File: config.mk
export PLATFORM = sky130hd
export DESIGN_NAME = dmem_arbiter
export DESIGN_NICKNAME = d
export VERILOG_FILES = /design/src/rtl/dmem_arbiter_pkg.sv /design/src/rtl/dmem_rr_arb.sv /design/src/rtl/dmem_arbiter.sv
export SDC_FILE = /design/constraint.sdc
export NUM_CORES = 1
export LEC_CHECK = 0
export BUFFER_PORTS_ARGS = -buffer_cell sky130_fd_sc_hd__buf_2
export CORE_AREA = 2 2 92 94
export CTS_BUF_LIST = sky130_fd_sc_hd__clkbuf_4
export CTS_CLUSTER_DIAMETER = 120
export CTS_CLUSTER_SIZE = 8
export DETAILED_ROUTE_END_ITERATION = 12
export DIE_AREA = 0 0 94 96
export PLACE_DENSITY = 0.78
export SYNTH_ARGS = -nofsm -noshare
export SYNTH_HDL_FRONTEND = slang
export SYNTH_SLANG_ARGS = --single-unit
File: constraint.sdc
create_clock -name clk -period 8.6 [get_ports clk]
set_input_delay 2.58 -clock clk [delete_from_list [all_inputs] [get_ports clk]]
set_output_delay 2.58 -clock clk [all_outputs]
set_load 0.02 [all_outputs]
File: src/rtl/dmem_arbiter_pkg.sv
// Shared constants for the data-memory arbiter: memory func encoding, default widths, lock owner encoding.
package dmem_arbiter_pkg;

  localparam int DMEM_ADDR_W = 10;
  localparam int DMEM_DATA_W = 32;

  localparam logic [1:0] MEM_FUNC_RD = 2'h0;
  localparam logic [1:0] MEM_FUNC_WR = 2'h1;

  typedef enum logic [1:0] {
    OWN_NONE = 2'd0,
    OWN_P0   = 2'd1,
    OWN_P1   = 2'd2
  } lock_owner_e;

  function automatic logic func_legal(input logic [1:0] func);
    return (func == MEM_FUNC_RD) || (func == MEM_FUNC_WR);
  endfunction

endpackage

File: src/rtl/dmem_rr_arb.sv
// Two-way round-robin arbiter with a bounded lock that lets one port keep the bus for multi-beat transfers.
//
// owner_q  | meaning
// OWN_NONE | no lock held, plain round-robin on rr_q
// OWN_P0   | port 0 holds the lock, cnt_q grants taken so far
// OWN_P1   | port 1 holds the lock, cnt_q grants taken so far
module dmem_rr_arb
  import dmem_arbiter_pkg::*;
#(
  parameter int MAX_LOCK = 4
) (
  input  logic clk,
  input  logic reset,
  input  logic valid0,
  input  logic valid1,
  input  logic lock0,
  input  logic lock1,
  output logic grant0,
  output logic grant1
);

  localparam logic [3:0] MAX_CNT = 4'(MAX_LOCK);

  lock_owner_e owner_q, owner_d, win_owner;
  logic [3:0]  cnt_q, cnt_d, cnt_inc;
  logic        rr_q, rr_d;
  logic        lock_act, win_lock;

  always_ff @(posedge clk or negedge reset) begin
    if (!reset) begin
      owner_q <= OWN_NONE;
      cnt_q   <= 4'd0;
      rr_q    <= 1'b0;
    end else begin
      owner_q <= owner_d;
      cnt_q   <= cnt_d;
      rr_q    <= rr_d;
    end
  end

  always_comb begin
    grant0   = 1'b0;
    grant1   = 1'b0;
    owner_d  = OWN_NONE;
    cnt_d    = 4'd0;
    rr_d     = rr_q;
    lock_act = (((owner_q == OWN_P0) && valid0) || ((owner_q == OWN_P1) && valid1))
               && (cnt_q < MAX_CNT);

    if (lock_act) begin
      grant0 = (owner_q == OWN_P0);
      grant1 = (owner_q == OWN_P1);
    end else if (valid0 && valid1) begin
      grant0 = !rr_q;
      grant1 = rr_q;
    end else begin
      grant0 = valid0;
      grant1 = valid1;
    end

    win_owner = grant1 ? OWN_P1 : OWN_P0;
    win_lock  = grant1 ? lock1 : lock0;
    cnt_inc   = ((owner_q == win_owner) ? cnt_q : 4'd0) + 4'd1;

    // Reaching MAX_LOCK drops the lock right away so the other port wins the next tie.
    if (grant0 || grant1) begin
      rr_d = grant0;
      if (win_lock && (cnt_inc < MAX_CNT)) begin
        owner_d = win_owner;
        cnt_d   = cnt_inc;
      end
    end
  end

endmodule

File: src/rtl/dmem_arbiter.sv
// Shares the single-port data memory between the load/store unit (port 0) and the host loader (port 1);
// drives the memory from the winner and registers a one-cycle response.
module dmem_arbiter
  import dmem_arbiter_pkg::*;
#(
  parameter int ADDR_W   = DMEM_ADDR_W,
  parameter int DATA_W   = DMEM_DATA_W,
  parameter int MAX_LOCK = 4
) (
  input  logic              clk,
  input  logic              reset,
  input  logic              io_req0_valid,
  output logic              io_req0_ready,
  input  logic [ADDR_W-1:0] io_req0_addr,
  input  logic [DATA_W-1:0] io_req0_wdata,
  input  logic [1:0]        io_req0_func,
  input  logic              io_req0_lock,
  output logic              io_resp0_valid,
  output logic [DATA_W-1:0] io_resp0_data,
  output logic              io_resp0_err,
  input  logic              io_req1_valid,
  output logic              io_req1_ready,
  input  logic [ADDR_W-1:0] io_req1_addr,
  input  logic [DATA_W-1:0] io_req1_wdata,
  input  logic [1:0]        io_req1_func,
  input  logic              io_req1_lock,
  output logic              io_resp1_valid,
  output logic [DATA_W-1:0] io_resp1_data,
  output logic              io_resp1_err,
  output logic [ADDR_W-1:0] io_mem_addr,
  output logic [DATA_W-1:0] io_mem_wr_data,
  output logic [1:0]        io_mem_func,
  output logic              io_mem_en,
  input  logic [DATA_W-1:0] io_mem_rd_data
);

  logic       grant0, grant1;
  logic [1:0] win_func;

  dmem_rr_arb #(.MAX_LOCK(MAX_LOCK)) u_rr_arb (
    .clk    (clk),
    .reset  (reset),
    .valid0 (io_req0_valid),
    .valid1 (io_req1_valid),
    .lock0  (io_req0_lock),
    .lock1  (io_req1_lock),
    .grant0 (grant0),
    .grant1 (grant1)
  );

  assign io_req0_ready = grant0;
  assign io_req1_ready = grant1;
  assign win_func      = grant1 ? io_req1_func : io_req0_func;

  // Illegal funcs still present the address but never enable the memory.
  always_comb begin
    io_mem_en      = 1'b0;
    io_mem_addr    = '0;
    io_mem_wr_data = '0;
    io_mem_func    = MEM_FUNC_RD;
    if (grant0 || grant1) begin
      io_mem_addr    = grant1 ? io_req1_addr  : io_req0_addr;
      io_mem_wr_data = grant1 ? io_req1_wdata : io_req0_wdata;
      if (func_legal(win_func)) begin
        io_mem_en   = 1'b1;
        io_mem_func = win_func;
      end
    end
  end

  always_ff @(posedge clk or negedge reset) begin
    if (!reset) begin
      io_resp0_valid <= 1'b0;
      io_resp0_data  <= '0;
      io_resp0_err   <= 1'b0;
      io_resp1_valid <= 1'b0;
      io_resp1_data  <= '0;
      io_resp1_err   <= 1'b0;
    end else begin
      io_resp0_valid <= grant0;
      io_resp0_err   <= grant0 && !func_legal(io_req0_func);
      io_resp0_data  <= (grant0 && (io_req0_func == MEM_FUNC_RD)) ? io_mem_rd_data : '0;
      io_resp1_valid <= grant1;
      io_resp1_err   <= grant1 && !func_legal(io_req1_func);
      io_resp1_data  <= (grant1 && (io_req1_func == MEM_FUNC_RD)) ? io_mem_rd_data : '0;
    end
  end

endmodule

After elaboration in Yosys (flattened, before gate mapping) --
Cells that the tools add are included.
Storage, ports and cells: register bits 75, output and inout port bits 115, logic and storage cells 60
Operators by class: $add $sub $neg 1, order comparisons 2, equal/unequal tests 6, muxes and demuxes 22, reductions and logical operators 20
Operators with widths (count):
- $mux 32 | 4
- $mux 10 | 2
- $mux 2 | 6
- $mux 4 | 3
- $logic_and 1x1->1 | 9
- $eq 2x1->1 const B | 4
- $lt 4x3->1 const B | 2
- $mux 1 | 7
- $logic_not 2->1 | 3
- $logic_or 1x1->1 | 5
- $add 4x1->4 const B | 1
- $logic_not 1->1 | 3
- $eq 2x2->1 | 1
- $eq 2x2->1 const B | 1

Logic depth before layout (Yosys ltp) --
Gate-level depths: netlist of the first run.
depth after elaboration 13, mapped depth 10, depth with buffers taken out 9

Cells and area by module --
Synthesis of the first run repeated with hierarchy kept, for this count alone.
Second synthesis, totals: cells, all modules 252, area total of the unflattened synthesis 3074.2 sq um
Modules (own cells, without submodules):
- dmem_arbiter | times used 1, cells each 205, area each 2642.5 sq um, seq. area each 1701.6 sq um
- dmem_rr_arb | times used 1, cells each 47, area each 431.7 sq um, seq. area each 175.2 sq um

Worst setup path after synthesis of the first run --
Ideal clock, no wire load.
kind input -> output, start input io_req1_valid, end output io_mem_addr[0], arrival 3.775 ns, path slack 2.245 ns, stages 8, buffers on the path 4, cells stage by stage clkbuf_2 nand2_1 a21oi_1 and3b_1 buf_2 buf_4 buf_2 a22o_1
On the way: cells in the longest elaborated chain, start to end 6
RTL lines:
- start, declared | line dmem_arbiter.sv:21 | input logic io_req1_valid,
- $logic_and 1x1->1 | line dmem_rr_arb.sv:47 | lock_act = (((owner_q == OWN_P0) && valid0) || ((owner_q == OWN_P1) && valid1))
- $logic_or 1x1->1 | line dmem_rr_arb.sv:47
- $logic_and 1x1->1 | line dmem_rr_arb.sv:48 | && (cnt_q < MAX_CNT);
- $mux 1 | line dmem_rr_arb.sv:50 | if (lock_act) begin
- $mux 10 or $logic_or 1x1->1 (tied branches) | line dmem_arbiter.sv:62, dmem_arbiter.sv:61
- $mux 10 (*) | line dmem_arbiter.sv:61 | if (grant0 || grant1) begin
- end, declared | line dmem_arbiter.sv:30 | output logic [ADDR_W-1:0] io_mem_addr,
Mark *: on every way between the ends. The rest lies on a longest branch, timed or not.

Final worst setup path of the first run --
start input io_req1_valid, end output io_mem_wr_data[23]
On the way: cells in the longest elaborated chain, start to end 6
RTL lines:
- $logic_and 1x1->1 | line dmem_rr_arb.sv:47
- $logic_or 1x1->1 | line dmem_rr_arb.sv:47
- $logic_and 1x1->1 | line dmem_rr_arb.sv:48
- $mux 1 | line dmem_rr_arb.sv:50
- $mux 32 or $logic_or 1x1->1 (tied branches) | line dmem_arbiter.sv:63, dmem_arbiter.sv:61
- $mux 32 (*) | line dmem_arbiter.sv:61
- end, declared | line dmem_arbiter.sv:31 | output logic [DATA_W-1:0] io_mem_wr_data,
Marked as above.

==> flow_summary.yaml, run 1 <==
logic_synthesis:
  synthCells: 253
  synth_seq_area_share: 0.608
  synth-edff-count: 0
  synthFlopType: "dfrtp_1"
  ys_async_sr_fraction: 1.00
  ys_seq_elements: 75
  yosysUniqueCellTypes: 38
  syn_avg_cell_area_um2: 12.2
  yosysWarnings: 0
  synthesis.area_mm2: 0.00309
worst_setup_path:
  crit_arrival_ns: 4.22
  path_cells: "buf_2 > nor2b_1 > a32oi_2 > inv_2 > a22o_1 > buf_2"
  cpMostUsedCell: "buf_2"
  cp-end-kind: "output pin"
  worstPathMaxFanout: 45
  worstPathRequired_ns: 6.02
  startpoint_type: "primary input"
  cpPeakStageDelay_ns: 0.59
  slowest_stage: "inv_2"
  critPathKind: "primary input to output pin"
route:
  firstDrtPassIters: 4
  routed_via_density: 4.81
  wl_mm: 9.35
  routedWlPerCell_um: 15.7
  drtIter0Drc: 72
  route.detailed.drc: 0
  vias: 2863
  postRouteAntennaNets: 0
status:
  status: "finished, final reports clean"
clocking:
  htree_num_levels: 3
  post_cts_resized: 0
  cts-root-buf: "clkbuf_4"
  cts_tree: "yes"
  clkTransAtPathRegs_ns: 0.12
  clockBufferDepth: 2
  numCtsBuffers: 9
  cts_sinks: 75
  cts.hold.buffers_added: 0
  insertion_delay_ns: 0.40
  cts_setup_buffers: 0
sta:
  slew_violations: 0
  max_slew_margin: 0.320
  holdWs_ns: 0.588
  finalClockSkew_ns: 0.0131
  finalCriticalPeriod_ns: 6.80
  finalHoldViolCount: 0
  setup_viol: 0
  rsz0062_at_grt: "no"
  finalCritPeriodShare: 0.790
  worst_pin_slew_ns: 1.02
  worst_slack_ns: 1.80
  timing.fmax_mhz: 147
  fin_tns_setup_ns: 0
pwr:
  leakage_nw: 2.68
  vdd_ir_drop_max_v: 0.0000582
  power_density_mw_per_mm2: 178
  report.power.total_mw: 0.800
layout:
  area_growth_pct: 45.7
  num-fill-cells: 754
  seq_area_mm2: 0.00188
  antennaDiodeCount: 0
  multiInputGateArea_mm2: 0.00112
  layout.nets: 613
  drive_gt1_frac: 0.531
  final_area_mm2: 0.00450
global_route:
  grt_max_degree: 76
  grt_usage: 0.205
  grt_pass1_wl_mm: 13.7
  grt_antenna_before_repair: 0
  overflow: 0
  grt_pass1_vias: 2790
place:
  dp_hpwl_mm: 7.26
  gp_routability_congestion: 0.938
  post_dp_cell_area_mm2: 0.00434
  portBuffers: 239
  post-place-ws_ns: 1.81
floorplanning:
  die_w_um: 94
  num_rows: 33
  ioPinCount: 241
  die_area_mm2: 0.00902
  initial_utilization: 0.383
  core_mm2: 0.00805
  die_h_um: 96
min_path:
  hp-class: "flip-flop to flip-flop"
run:
  maxCapViolCount: 0
cells by family after synthesis:
group,count (synthesis),share of synthesized area
compound gates,61,0.165
buf+inv,23,0.0353
other cells,1,0.00121
xor+xnor,1,0.00284
fa+ha+maj,1,0.00405
simple gates,91,0.183
flops,75,0.608
per-layer routing:
| layer | wire length [µm] | track usage |
|---|---|---|
| met2 | 4840 | 0.350 |
| met1 | 3540 | 0.237 |
| met3 | 771 | 0.0705 |
| met4 | 206 | 0.0833 |
| met5 | 0 | 0 |
per-stage QoR:
step | utilization | instances
after floorplan | - | 255
after global placement | 0.540 | 580
after detailed placement | 0.540 | 580
after CTS | 0.559 | 595
after global routing | 0.559 | 595
final | 0.559 | 595
worst max-delay path, delay by kind of cell:
family          cells  cell delay, ns
compound gates      2            0.46
simple gates        1            0.22
buf+inv             3            0.93
registers in the layout (all words and copies together) (netlist names):
signal	count
io_resp1_err	1
u_rr_arb.owner_q	2
u_rr_arb.cnt_q	4
io_resp0_valid	1
u_rr_arb.rr_q	1
io_resp1_valid	1
io_resp0_data	32
io_resp0_err	1
io_resp1_data	32
Yosys cell counts (2+ instances only):
library cell	n	area share
dfrtp_1	75	0.61
and3_1	2	0.0041
o211ai_1	2	0.0049
nor3_1	2	0.0032
o21ai_0	3	0.0049
and2_1	69	0.14
nand2_1	3	0.0036
clkbuf_1	5	0.0061
buf_4	2	0.0049
a21oi_1	2	0.0032
nor2b_1	2	0.0041
nor2_1	3	0.0036
a21o_1	2	0.0049
and3b_1	2	0.0057
a22o_1	42	0.12
inv_1	3	0.0036
o31ai_1	2	0.0049
buf_2	11	0.018
nand3_1	2	0.0032
cell usage in the layout, fill, tap and decap left out, drive strengths merged, types with 2 or more instances in the layout:
cell,netlist,final
buf,13,239
dfrtp,75,75
and2,69,69
a22o,42,42
clkbuf,6,10
inv,4,4
o21ai,4,4
nor2,4,4
nand2,3,3
conb,1,3
nor3,3,3
nor2b,2,2
o211ai,2,2
o31ai,2,2
a21oi,2,2
and3,2,2
nand3,2,2
a21o,2,2
bufinv,0,2
clkinvlp,0,2
and3b,2,2
a32oi,2,2
nor3b,2,2
layout make-up:
class / instances / share of cell area
clock buffers: 10 / 0.0167
clock inverters: 5 / 0.0175
inverters: 4 / 0.00334
multi-input cells: 157 / 0.250
flip-flops and latches: 75 / 0.417
well taps: 105 / 0.0292
repair buffers: 239 / 0.266
report_power, final:
part	switching [mW]	internal [mW]	total, mW
sequential	0.00687	0.365	0.372
clock	0.115	0.119	0.233
combinational	0.118	0.0761	0.194
total	0.240	0.560	0.800
final timing paths:
| check | from | slack, ns | depth (start not counted) | end |
|---|---|---|---|---|
| max in group asynchronous | reset | 5.71 | 1 | u_rr_arb.owner_q[0] |
| worst max register to register | u_rr_arb.cnt_q[2] | 5.71 | 5 | io_resp0_data[15] |
| worst min register to register | u_rr_arb.cnt_q[0] | 0.59 | 2 | u_rr_arb.cnt_q[0] |
| worst max-delay path | io_req1_valid | 1.80 | 6 | io_mem_wr_data[23] |
| worst min-delay path | u_rr_arb.cnt_q[0] | 0.59 | 2 | u_rr_arb.cnt_q[0] |
| min in group asynchronous | reset | 2.29 | 1 | io_resp1_data[27] |
Power figures use the tool's default switching activity.
==> inputs of run 2 (changes only) <==
--- a/config.mk
+++ b/config.mk
@@ -6,13 +6,13 @@
 export NUM_CORES = 1
 export LEC_CHECK = 0
 export BUFFER_PORTS_ARGS = -buffer_cell sky130_fd_sc_hd__buf_2
-export CORE_AREA = 2 2 92 94
+export CORE_AREA = 2 2 93 95
 export CTS_BUF_LIST = sky130_fd_sc_hd__clkbuf_4
 export CTS_CLUSTER_DIAMETER = 120
 export CTS_CLUSTER_SIZE = 8
 export DETAILED_ROUTE_END_ITERATION = 12
-export DIE_AREA = 0 0 94 96
-export PLACE_DENSITY = 0.78
+export DIE_AREA = 0 0 95 97
+export PLACE_DENSITY = 0.77
 export SYNTH_ARGS = -nofsm -noshare
 export SYNTH_HDL_FRONTEND = slang
 export SYNTH_SLANG_ARGS = --single-unit
==> constraint.sdc (replaced) <==
create_clock -name clk -period 6.6 [get_ports clk]
set_input_delay 1.98 -clock clk [delete_from_list [all_inputs] [get_ports clk]]
set_output_delay 1.98 -clock clk [all_outputs]
set_load 0.02 [all_outputs]
==> flow_summary.yaml, run 2 (synthesized netlist as in run 1, its figures left out) <==
status:
  status: "finished, final reports clean"
worst_setup_path:
  cpPeakStageDelay_ns: 0.58
  path_buf_inv: 3
  path_cells: "buf_2 > nor2b_1 > a32oi_2 > inv_2 > a22o_1 > buf_2"
  cp-end-kind: "output pin"
  startpoint_type: "primary input"
  worstPathMaxFanout: 45
  critPathKind: "primary input to output pin"
  slowest_stage: "inv_2"
  cpLargestDelayFamily: "buffers and inverters"
  worstPathRequired_ns: 4.62
  crit_cells: 6
  reg2reg_depth: 5
  cpMostUsedCell: "buf_2"
  crit_arrival_ns: 3.69
route:
  postRouteAntennaNets: 0
  routedWlPerCell_um: 16.7
  vias: 2879
  route.detailed.drc: 0
  wl_mm: 9.94
  drtIter0Drc: 77
  firstDrtPassIters: 4
  routed_via_density: 4.83
sta:
  finalHoldViolCount: 0
  slew_violations: 0
  max_slew_margin: 0.323
  fin_tns_setup_ns: 0
  holdWs_ns: 0.592
  timing.fmax_mhz: 177
  finalClockSkew_ns: 0.0144
  worst_pin_slew_ns: 1.01
  setup_viol: 0
  finalCritPeriodShare: 0.858
  worst_slack_ns: 0.935
  rsz0062_at_grt: "no"
  finalCriticalPeriod_ns: 5.67
layout:
  layout.nets: 614
  finalNonFillerCells: 596
  num-fill-cells: 758
  final_cell_mix: "buf_2, dfrtp_1, and2_1"
  antennaDiodeCount: 0
  top_regs: "io_resp0_data x32, io_resp1_data x32, u_rr_arb.cnt_q x4"
  multiInputGateArea_mm2: 0.00112
  area_growth_pct: 45.0
  drive_gt1_frac: 0.532
  fin_util: 0.550
  seq_area_mm2: 0.00188
  layout_commonest_cell: "buf_2"
place:
  numPlacedInstances: 581
  portBuffers: 239
  gp_routability_congestion: 0.902
  post-place-ws_ns: 0.951
  dp_hpwl_mm: 7.76
floorplanning:
  ioPinCount: 241
  core_mm2: 0.00813
  die_area_mm2: 0.00922
  die_w_um: 95
  num_rows: 33
  die_h_um: 97
  initial_utilization: 0.379
global_route:
  grt_pass1_vias: 2853
  grt_pass1_wl_mm: 14.8
  grt_antenna_before_repair: 0
  grt_usage: 0.214
  grt_max_degree: 76
  overflow: 0
min_path:
  hp-class: "flip-flop to flip-flop"
  worstHoldPathCells: 2
clocking:
  cts_sinks: 75
  insertion_delay_ns: 0.42
  post_cts_resized: 0
  numCtsBuffers: 9
  cts_setup_buffers: 0
  htree_num_levels: 3
  clockBufferDepth: 2
  cts.hold.buffers_added: 0
  clkTransAtPathRegs_ns: 0.10
  cts-root-buf: "clkbuf_4"
  cts_tree: "yes"
pwr:
  power_density_mw_per_mm2: 225
  leakage_nw: 2.67
  vdd_ir_drop_max_v: 0.0000833
run:
  maxCapViolCount: 0
run 2: cell count changes in the layout (fill, tap and decap cells not counted), sizes merged:
cell / delta
clkinv: +2
bufinv: -1
clkinvlp: -1
buf: +1
run 2: cell type report:
class	instances	area share
flip-flops and latches	75	0.419
clock inverters	5	0.0123
well taps	105	0.0294
repair buffers	240	0.270
clock buffers	10	0.0168
multi-input cells	157	0.249
inverters	4	0.00335
run 2: stage by stage:
stage | power, mW | cell area (µm²)
2_1_floorplan | 0.640 | 3090
3_3_place_gp | 0.748 | 4350
3_5_place_dp | 0.751 | 4350
4_1_cts | 1.02 | 4480
5_1_grt | 1.06 | 4480
6_report | 1.01 | 4480
run 2: power breakdown:
part           total (mW)  internal [mW]  leakage, nW  switching [mW]
sequential          0.485          0.476         1.02         0.00883
combinational       0.257         0.0994         1.58           0.158
clock               0.266          0.117       0.0699           0.149
total                1.01          0.692         2.67           0.316
run 2: worst reg2reg max path, delay by kind of cell, from the launching register on:
family,cells,cell delay [ns]
and+or+nand+nor,4,2.31
AOI/OAI and AO/OA,1,0.11
DFF,1,0.45
run 2: final timing paths:
check	startpoint	end	slack [ns]
max	io_req1_valid	io_mem_wr_data[1]	0.93
min	u_rr_arb.cnt_q[0]	u_rr_arb.cnt_q[0]	0.59
max reg2reg	u_rr_arb.cnt_q[2]	io_resp0_data[15]	3.68
min reg2reg	u_rr_arb.cnt_q[0]	u_rr_arb.cnt_q[0]	0.59
max in group asynchronous	reset	u_rr_arb.owner_q[0]	4.31
min in group asynchronous	reset	io_resp1_data[30]	1.67
run 2: routing by layer:
| layer | GRT usage | vias up | wire length, µm |
|---|---|---|---|
| li1 | - | 1336 | - |
| met5 | 0 | - | 0 |
| met2 | 0.374 | 167 | 5250 |
| met3 | 0.0522 | 21 | 868 |
| met1 | 0.244 | 1355 | 3580 |
| met4 | 0.0914 | 0 | 247 |
